**config.mk**
```make
export PLATFORM = sky130hd
export DESIGN_NAME = alu_seq_compare
export DESIGN_NICKNAME = d
export VERILOG_FILES = /design/src/rtl/alu_pkg.sv /design/src/rtl/alu_seq_compare.sv
export SDC_FILE = /design/constraint.sdc
export NUM_CORES = 1
export LEC_CHECK = 0
export CORE_AREA = 5 5 70 72
export DETAILED_ROUTE_END_ITERATION = 16
export DIE_AREA = 0 0 75 77
export GPL_TIMING_DRIVEN = 0
export REMOVE_ABC_BUFFERS = 1
export SETUP_SLACK_MARGIN = 0.4
export SLEW_MARGIN = 20
export SYNTH_ARGS = -nofsm -noshare
export SYNTH_HDL_FRONTEND = slang
export SYNTH_SLANG_ARGS = --single-unit
```
**constraint.sdc**
```tcl
create_clock -name clk -period 2.36 [get_ports clk]
set_input_delay 0.472 -clock clk [delete_from_list [all_inputs] [get_ports clk]]
set_output_delay 0.472 -clock clk [all_outputs]
set_load 0.01 [all_outputs]
```
**src/rtl/alu_pkg.sv**
```systemverilog
// Shared ALU definitions: default operand width and the serial comparator state encoding.
package alu_pkg;

  localparam int unsigned DefaultWidth = 8;

  typedef enum logic [1:0] {
    StIdle = 2'd0,
    StScan = 2'd1,
    StDone = 2'd2
  } cmp_state_e;

endpackage

```
**src/rtl/alu_seq_compare.sv**
```systemverilog
// Bit-serial MSB-first magnitude/equality comparator with start/busy/done handshake.
// Produces registered eq/gt/lt flags for the ALU status register.
module alu_seq_compare
  import alu_pkg::*;
#(
  parameter int unsigned WIDTH      = DefaultWidth,
  parameter bit          EARLY_EXIT = 1'b1
) (
  input  logic             clk,
  input  logic             rst_n,
  input  logic             start_i,
  input  logic             sgn_i,
  input  logic [WIDTH-1:0] a_i,
  input  logic [WIDTH-1:0] b_i,
  output logic             busy_o,
  output logic             done_o,
  output logic             eq_o,
  output logic             gt_o,
  output logic             lt_o
);

  localparam int unsigned CntW = $clog2(WIDTH);
  localparam logic [CntW-1:0] CntTop = CntW'(WIDTH - 1);

  cmp_state_e      state_q, state_d;
  logic [WIDTH-1:0] sa_q, sa_d, sb_q, sb_d;
  logic [CntW-1:0]  cnt_q, cnt_d;
  logic             ssgn_q, ssgn_d;
  logic             found_q, found_d;
  logic             eq_q, eq_d, gt_q, gt_d, lt_q, lt_d;

  logic a_msb, bit_eq, last_bit, top_bit;

  assign a_msb    = sa_q[WIDTH-1];
  assign bit_eq   = ~(sa_q[WIDTH-1] ^ sb_q[WIDTH-1]);
  assign last_bit = (cnt_q == '0);
  assign top_bit  = (cnt_q == CntTop);

  always_ff @(posedge clk or negedge rst_n) begin
    if (!rst_n) begin
      state_q <= StIdle;
    end else begin
      state_q <= state_d;
    end
  end

  always_ff @(posedge clk or negedge rst_n) begin
    if (!rst_n) begin
      sa_q    <= '0;
      sb_q    <= '0;
      cnt_q   <= '0;
      ssgn_q  <= 1'b0;
      found_q <= 1'b0;
      eq_q    <= 1'b0;
      gt_q    <= 1'b0;
      lt_q    <= 1'b0;
    end else begin
      sa_q    <= sa_d;
      sb_q    <= sb_d;
      cnt_q   <= cnt_d;
      ssgn_q  <= ssgn_d;
      found_q <= found_d;
      eq_q    <= eq_d;
      gt_q    <= gt_d;
      lt_q    <= lt_d;
    end
  end

  always_comb begin
    state_d = state_q;
    sa_d    = sa_q;
    sb_d    = sb_q;
    cnt_d   = cnt_q;
    ssgn_d  = ssgn_q;
    found_d = found_q;
    eq_d    = eq_q;
    gt_d    = gt_q;
    lt_d    = lt_q;
    unique case (state_q)
      StIdle: begin
        if (start_i) begin
          sa_d    = a_i;
          sb_d    = b_i;
          ssgn_d  = sgn_i;
          cnt_d   = CntTop;
          found_d = 1'b0;
          eq_d    = 1'b0;
          gt_d    = 1'b0;
          lt_d    = 1'b0;
          state_d = StScan;
        end
      end
      StScan: begin
        sa_d  = sa_q << 1;
        sb_d  = sb_q << 1;
        cnt_d = cnt_q - CntW'(1);
        if (found_q) begin
          // Fixed-latency mode: result already decided, just run out the count.
          if (last_bit) state_d = StDone;
        end else if (bit_eq) begin
          if (last_bit) begin
            eq_d    = 1'b1;
            state_d = StDone;
          end
        end else begin
          found_d = 1'b1;
          // A set sign bit marks the smaller operand in two's complement.
          if (top_bit && ssgn_q) begin
            gt_d = ~a_msb;
            lt_d = a_msb;
          end else begin
            gt_d = a_msb;
            lt_d = ~a_msb;
          end
          if (EARLY_EXIT || last_bit) state_d = StDone;
        end
      end
      StDone: begin
        state_d = StIdle;
      end
      default: begin
        state_d = StIdle;
      end
    endcase
  end

  always_comb begin
    busy_o = (state_q != StIdle);
    done_o = (state_q == StDone);
    eq_o   = eq_q;
    gt_o   = gt_q;
    lt_o   = lt_q;
  end

endmodule

```
==> flow_summary.yaml, run 1 <==
die:
  die_h_um: 77
  start_util_pct: 28.13
  dieWidth_um: 75
  coreArea_sq_um: 4234
  io_pins: 25
  rows: 24
  dieArea_sq_um: 5775
clock_network:
  clock_path_buffers: 2
  cts-htree-levels: 1
  cts_tree: "built"
  cts_hold_buf: 0
  cts.clk_slew.worst_paths_ns: 0.09
  clock-root-buffer: "clkbuf_8"
  clock-sinks: 26
  insertion_delay_ns: 0.26
  cts_buffers: 3
cells_and_area:
  areaGrowthSynthToFinish_pct: 27.63
  final_nets: 165
  layout_common_cells: "dfrtp_1 (24), clkdlybuf4s50_1 (23), inv_1 (16), a21oi_1 (16), o22ai_1 (14)"
  final_common_cell: "dfrtp_1"
  drive_gt1_share_pct: 9.220
  antennaDiodeCount: 0
grt:
  grt_pass1_vias: 913
  grt_pass1_wl_um: 4195
  antenna_found_initial: 0
  grt.overflow.total: 0
  grt_max_degree: 27
  grt_usage_pct: 9.098
worst_setup_path:
  cp_max_fo: 7
  crit_family: "buffers and inverters"
  cp_num_buf_inv: 1
  worstPathArrival_ns: 1.48
  cp_slowest_cell: "clkdlybuf4s50_1"
  end_kind: "output pin"
  crit_required_ns: 1.89
  critPathKind: "reg -> out"
  crit_chain: "or2_2 -> clkdlybuf4s50_1"
  slowest_delay_ns: 0.48
  start_kind: "flop"
detailed_routing:
  routed_wl_um: 2432
  via_count: 894
  avgRoutedWirePerCell_um: 12.60
  drc_errors: 0
  via_per_inst: 4.632
  dr.pass1.iters: 4
  first_iter_violations: 47
  antenna_left: 0
sta:
  fmax_mhz: 511.2
  setup_tns_ns: 0
  maxSlewHeadroom_pct: 51.82
  timing.final.crit_period_ns: 1.956
  worst_pin_slew_ns: 0.7227
  rsz0062_at_grt: "yes"
  slew_viol_final: 0
  final.period_utilization_pct: 82.88
  hold_viol: 0
  whs_ns: 0.1928
  setup_violations: 0
  finClkSkew_ns: 0.0008425
placed_design:
  hpwl_um: 1743
  io_buffers: 24
  gp_congestion: 0.7558
yosys:
  yosysUniqueCellTypes: 31
  synthTopCellsByArea: "dfrtp_1 (55%), o22ai_1 (7.4%), a21oi_1 (6.7%)"
  yosys_warnings: 0
  syn_area_sq_um: 1191
  synthArstFlopShare_pct: 100.0
  synth-edff-count: 0
  ys_seq_elements: 26
  syn_inst: 118
  synthFlopType: "dfrtp_1"
  synth_top_area_cell: "dfrtp_1"
  syn_area_per_cell_sq_um: 10.09
  synth.top_cell.area_share_pct: 54.62
  synth-seq-area-share_pct: 54.62
run_status:
  status: "completed"
min_path:
  min_path_type: "in -> async"
flow_run:
  cap_viol_max_count: 0
power:
  p_leak_nw: 0.6881
  peakVddDrop_mv: 0.4460
  p_per_area_nw_per_um2: 1243
[state kept, by name, indices dropped and copies added (netlist names)]
name	flops
ssgn_q	1
cnt_q	3
sb_q	8
eq_o	1
found_q	1
gt_o	1
lt_o	1
state_q	2
sa_q	8
[synthesized netlist by cell type, drive strengths merged, types with 2 or more instances]
master and number:
nand2 9, inv 16, o22ai 14, xnor2 2, nand3 3, o21ai 2, nor2 3, buf 5
nor3b 2, nor2b 3, ha 3, dfrtp 26, a21oi 16
[stage by stage]
stage | std cells | power (mW) | worst slack, ns | instance area, sq um | utilization [%]
global placement | 188 | 1.551 | 0.08205 | 1458 | 34.43
global route | 193 | 2.071 | 0.3530 | 1520 | 35.90
floorplan | 112 | 1.340 | 0.7382 | 1152 | -
CTS | 192 | 1.892 | 0.3667 | 1514 | 35.76
detailed placement | 188 | 1.602 | 0.07200 | 1458 | 34.43
finish | 193 | 1.889 | 0.4040 | 1520 | 35.90
[worst register-to-register path: stages (launching register included)]
cell	delay (ns)
dfrtp_2	0.41
buf_4	0.16
or3b_4	0.52
and2_0	0.21
mux2_2	0.25
[cell families (layout without fill, tap and decap cells)]
kind of cell | Yosys count | after routing | share of synthesized area [%]
flops | 26 | 26 | 54.62
xor+xnor | 3 | 3 | 2.206
compound gates | 37 | 37 | 18.17
buf+inv | 22 | 45 | 8.298
mux | 2 | 2 | 1.786
fa+ha+maj | 3 | 3 | 3.152
simple gates | 25 | 25 | 11.77
[final timing paths]
| kind | start | endpoint | slack, ns | cells after the start |
|---|---|---|---|---|
| setup / recovery | state_q[1]$_DFFE_PN0P_ | busy_o | 0.40 | 2 |
| hold / removal | rst_n | sb_q[1]$_DFFE_PN0P_ | 0.19 | 1 |
| setup reg to reg | state_q[0]$_DFFE_PN0P_ | lt_o$_DFFE_PN0P_ | 0.71 | 4 |
| hold reg to reg | ssgn_q$_DFFE_PN0P_ | ssgn_q$_DFFE_PN0P_ | 0.50 | 2 |
| max in group asynchronous | rst_n | state_q[0]$_DFFE_PN0P_ | 1.75 | 1 |
| min in group clk | ssgn_q$_DFFE_PN0P_ | ssgn_q$_DFFE_PN0P_ | 0.50 | 2 |
[routing by layer]
metal	track usage, %	wire length (um)	vias up
li1	-	-	445
met1	11.99	1149	416
met2	14.72	1101	29
met3	1.961	155	4
met4	2.669	26	0
met5	0	0	-
[cell type report]
| type | count | area (sq um) |
|---|---|---|
| clock buffer | 4 | 55.05 |
| multi-input combinational | 70 | 444.2 |
| tap | 52 | 65.06 |
| inverter | 16 | 60.06 |
| fill | 415 | 2714 |
| sequential | 26 | 653.1 |
| timing repair buffer | 25 | 242.7 |
[timing repair]
action / CTS / global route
pin swaps: 0 / 0
cloned: 0 / 0
gates resized for setup: 2 / 2
setup buffers: 0 / 1
setup endpoints to repair: 2 / 3
[report_power, final]
group          internal [mW]  switching (mW)  total (mW)
clock network          0.149           0.137       0.286
logic                  0.363           0.447       0.810
registers              0.661           0.133       0.794
total                   1.17           0.717        1.89
No activity file was read; power rests on OpenSTA's default activity.
==> run 2, diff against run 1 <==
==> constraint.sdc (replaced) <==
create_clock -name clk -period 1.8 [get_ports clk]
set_input_delay 0.36 -clock clk [delete_from_list [all_inputs] [get_ports clk]]
set_output_delay 0.36 -clock clk [all_outputs]
set_load 0.01 [all_outputs]
==> flow_summary.yaml, run 2 (synthesis gave the netlist of run 1 again) <==
cells_and_area:
  areaGrowthSynthToFinish_pct: 57.56
  antennaDiodeCount: 0
  fillers: 389
  top_regs: "sa_q (8), sb_q (8), cnt_q (3)"
  layout_common_cells: "dfrtp_1 (24), clkdlybuf4s50_1 (17), inv_1 (16)"
  final_common_cell: "dfrtp_1"
  stdcell_area_sq_um: 1877
  seqCellArea_sq_um: 653.1
  drive_gt1_share_pct: 41.03
  final_nets: 180
  multi_input_area_sq_um: 658.1
grt:
  grt.overflow.total: 0
  grt_pass1_vias: 955
  antenna_found_initial: 0
  grt_max_degree: 27
  grt_usage_pct: 10.15
  grt_pass1_wl_um: 4581
die:
  dieWidth_um: 75
  coreArea_sq_um: 4234
  die_h_um: 77
  start_util_pct: 28.13
  dieArea_sq_um: 5775
  io_pins: 25
  rows: 24
worst_setup_path:
  rr_worst_depth: 4
  start_kind: "flop"
  crit_chain: "buf_6 -> or3b_4 -> and2_4 -> mux2_4"
  crit_end: "lt_o$_DFFE_PN0P_"
  crit_family: "simple AND/OR/NAND/NOR gates"
  reg2reg_slack_ns: 0.35
  rr_startpoint: "state_q[0]$_DFFE_PN0P_"
  slowest_delay_ns: 0.44
  end_kind: "flop"
  crit_required_ns: 1.96
  path_depth: 4
  cp_max_fo: 4
  cp_slowest_cell: "dfrtp_2"
  critPathLaunch: "state_q[0]$_DFFE_PN0P_"
  r2r_end: "lt_o$_DFFE_PN0P_"
  worstPathArrival_ns: 1.61
  cp_num_buf_inv: 1
  critPathKind: "reg -> reg"
sta:
  rsz0062_at_grt: "yes"
  timing.final.crit_period_ns: 1.449
  fmax_mhz: 690.4
  slew_viol_final: 0
  whs_ns: 0.08186
  finClkSkew_ns: 0.001737
  maxSlewHeadroom_pct: 60.98
  setup_violations: 0
  worst_pin_slew_ns: 0.5853
  setup_tns_ns: 0
  final.period_utilization_pct: 80.47
  hold_viol: 0
clock_network:
  insertion_delay_ns: 0.27
  cts_hold_buf: 0
  cts.clk_slew.worst_paths_ns: 0.09
  clock_path_buffers: 2
  cts_tree: "built"
  clock-root-buffer: "clkbuf_8"
  cts-htree-levels: 1
  clock-sinks: 26
  cts_buffers: 3
placed_design:
  gp_congestion: 0.7558
  io_buffers: 24
  placed_area_sq_um: 1458
  hpwl_um: 1743
detailed_routing:
  dr.pass1.iters: 2
  via_count: 1004
  via_per_inst: 4.827
  drc_errors: 0
  antenna_left: 0
  first_iter_violations: 21
  avgRoutedWirePerCell_um: 14.45
  routed_wl_um: 3006
run_status:
  status: "completed"
min_path:
  min_path_type: "in -> async"
power:
  peakVddDrop_mv: 0.6780
  p_leak_nw: 0.8489
  total_power_mw: 3.275
  p_per_area_nw_per_um2: 1745
flow_run:
  cap_viol_max_count: 0
[run 2: timing repair]
item,CTS,global route
pin swaps,0,18
gates cloned,1,2
setup endpoints to repair,53,22
buffers inserted,7,6
gates resized for setup,19,46
[run 2: worst min-delay path by stage]
| stage | start | endpoint | cells past startpoint |
|---|---|---|---|
| after floorplan | rst_n | cnt_q[0]$_DFFE_PN0P_ | 0 |
| after global placement | ssgn_q$_DFFE_PN0P_ | ssgn_q$_DFFE_PN0P_ | 2 |
| after detailed placement | ssgn_q$_DFFE_PN0P_ | ssgn_q$_DFFE_PN0P_ | 2 |
| after CTS | rst_n | sb_q[0]$_DFFE_PN0P_ | 1 |
| after global routing | rst_n | sb_q[1]$_DFFE_PN0P_ | 1 |
| final | rst_n | sb_q[1]$_DFFE_PN0P_ | 1 |
[run 2: report_power, final]
group | switching (mW) | internal (mW) | total (mW)
Sequential | 0.215 | 0.868 | 1.08
Combinational | 0.883 | 0.933 | 1.82
Clock | 0.180 | 0.195 | 0.376
[run 2: per-layer routing]
metal	GRT usage, %	up-vias	part of all wire (%)
met2	16.29	24	47
met1	13.79	495	47
li1	-	481	-
met3	1.961	4	4.8
met5	0	-	0
met4	2.669	0	0.86
[run 2: per-stage QoR]
step | std cells | util (%) | worst slack, ns
after floorplan | 112 | - | 0.1782
after global placement | 188 | 34.43 | -0.3659
after detailed placement | 188 | 34.43 | -0.3760
after CTS | 200 | 37.62 | 0.2066
after global routing | 208 | 44.33 | 0.3198
final | 208 | 44.33 | 0.3515
[run 2: final cells by class]
class                   instances  area share [%]
flip-flops and latches         26           34.80
multi-input cells              72           35.07
inverters                      16           3.200
repair buffers                 38           20.53
well taps                      52           3.467
clock buffers                   4           2.933
[run 2: worst reg2reg max path: cells and delay by family, from the launching register on]
kind / cells / cell delay (ns)
flip-flops: 1 / 0.44
multiplexers: 1 / 0.25
AND/OR/NAND/NOR: 2 / 0.54
buffers and inverters: 1 / 0.12
==> run 3, diff against run 2 <==
==> constraint.sdc (replaced) <==
create_clock -name clk -period 1.2 [get_ports clk]
set_input_delay 0.24 -clock clk [delete_from_list [all_inputs] [get_ports clk]]
set_output_delay 0.24 -clock clk [all_outputs]
set_load 0.01 [all_outputs]
==> flow_summary.yaml, run 3 (synthesis gave the netlist of run 1 again) <==
run_status:
  status: "finished with violations"
  violations: "negative setup slack"
sta:
  maxSlewHeadroom_pct: 55.71
  rsz0062_at_grt: "yes"
  fmax_mhz: 674.3
  timing.final.crit_period_ns: 1.483
  layout_setup_ws_ns: -0.2829
  final.period_utilization_pct: 123.6
  worst_pin_slew_ns: 0.6644
  hold_viol: 0
  finClkSkew_ns: 0.006017
  slew_viol_final: 0
  setup_violations: 28
die:
  coreArea_sq_um: 4234
  rows: 24
  die_h_um: 77
  io_pins: 25
  dieWidth_um: 75
  dieArea_sq_um: 5775
  start_util_pct: 28.13
worst_setup_path:
  crit_required_ns: 1.36
  worstPathArrival_ns: 1.64
  reg2reg_slack_ns: -0.28
  start_kind: "flop"
  rr_startpoint: "state_q[0]$_DFFE_PN0P_"
  end_kind: "flop"
  critPathKind: "reg -> reg"
  r2r_end: "lt_o$_DFFE_PN0P_"
  rr_worst_depth: 4
  cp_max_fo: 5
cells_and_area:
  fillers: 389
  top_regs: "sa_q (8), sb_q (8), cnt_q (3)"
  areaGrowthSynthToFinish_pct: 69.43
  final_common_cell: "dfrtp_1"
  drive_gt1_share_pct: 49.40
  layout_common_cells: "dfrtp_1 (24), clkdlybuf4s50_1 (18), buf_6 (16)"
  fin_cells: 218
  final_nets: 190
  antennaDiodeCount: 0
detailed_routing:
  dr.pass1.iters: 4
  via_count: 1056
  avgRoutedWirePerCell_um: 15.56
  routed_wl_um: 3393
  first_iter_violations: 20
  drc_errors: 0
  antenna_left: 0
  via_per_inst: 4.844
grt:
  grt_max_degree: 27
  grt_usage_pct: 11.52
  antenna_found_initial: 0
  grt_pass1_wl_um: 5126
  grt_pass1_vias: 1061
  grt.overflow.total: 0
clock_network:
  clock_path_buffers: 2
  clock-sinks: 26
  cts-htree-levels: 1
  cts_tree: "built"
  cts_hold_buf: 0
  insertion_delay_ns: 0.27
  clock-root-buffer: "clkbuf_8"
  cts.clk_slew.worst_paths_ns: 0.09
  cts_buffers: 3
power:
  p_leak_nw: 0.9127
  total_power_mw: 5.272
  peakVddDrop_mv: 0.9892
  p_per_area_nw_per_um2: 2612
placed_design:
  dp_cells: 188
  io_buffers: 24
  gp_congestion: 0.7558
  hpwl_um: 1743
  dp_slack_ns: -0.8560
flow_run:
  cap_viol_max_count: 0
min_path:
  min_path_type: "in -> async"
[run 3: cell count changes in the layout (fill, tap and decap cells not counted), sizes merged]
cell | previous run | this run
dlygate4sd2 | 4 | 0
clkdlybuf4s50 | 17 | 18
clkdlybuf4s15 | 0 | 1
buf | 16 | 27
nand2b | 1 | 2
[run 3: worst max path at each step]
stage,from,end,slack (ns),cells past startpoint
finish,state_q[0]$_DFFE_PN0P_,lt_o$_DFFE_PN0P_,-0.28,4
global route,state_q[1]$_DFFE_PN0P_,lt_o$_DFFE_PN0P_,-0.39,4
detailed placement,start_i,lt_o$_DFFE_PN0P_,-0.86,4
CTS,state_q[1]$_DFFE_PN0P_,lt_o$_DFFE_PN0P_,-0.26,4
global placement,start_i,lt_o$_DFFE_PN0P_,-0.85,4
floorplan,state_q[0]$_DFFE_PN0P_,lt_o$_DFFE_PN0P_,-0.42,3
[run 3: area by class of cell]
type / count / area (sq um) / area share (%)
tap: 52 / 65.06 / 3.224
inverter: 16 / 60.06 / 2.976
timing repair buffer: 47 / 494.2 / 24.49
sequential: 26 / 653.1 / 32.36
clock buffer: 4 / 55.05 / 2.728
multi-input combinational: 73 / 690.7 / 34.22
[run 3: layer usage]
metal / wire (um) / vias up / track usage [%]
li1: - / 502 / -
met1: 1384 / 516 / 14.61
met2: 1762 / 32 / 19.95
met3: 207 / 6 / 1.961
met4: 37 / 0 / 2.669
met5: 0 / - / 0
[run 3: per-stage QoR]
step                instance area [sq um]  TNS, ns  util [%]  hold slack [ns]
global route                         2018   -6.781     47.67           0.1380
global placement                     1458   -24.97     34.43           0.4732
detailed placement                   1458   -27.59     34.43           0.4839
finish                               2018   -5.473     47.67          0.08275
CTS                                  1826   -4.938     43.11           0.1115
floorplan                            1152   -4.381         -         -0.05559
[run 3: power breakdown]
| part | switching [mW] | internal, mW | total (mW) | leakage [nW] |
|---|---|---|---|---|
| logic | 1.44 | 1.63 | 3.07 | 0.579 |
| registers | 0.327 | 1.30 | 1.63 | 0.305 |
| clock network | 0.278 | 0.293 | 0.572 | 0.0288 |
| total | 2.05 | 3.23 | 5.27 | 0.913 |
[run 3: critical path, stage by stage (launching register included)]
cell and delay, ns:
dfrtp_2 0.42, buf_6 0.13, or3b_4 0.42, and2_4 0.15
mux2_4 0.25
[run 3: what timing repair did]
action                                  in CTS  in global routing
gates cloned                                 2                  2
gates resized for setup                     64                 30
buffers inserted                            19                  3
endpoints found under the setup margin      57                 31
pin swaps                                    6                 15
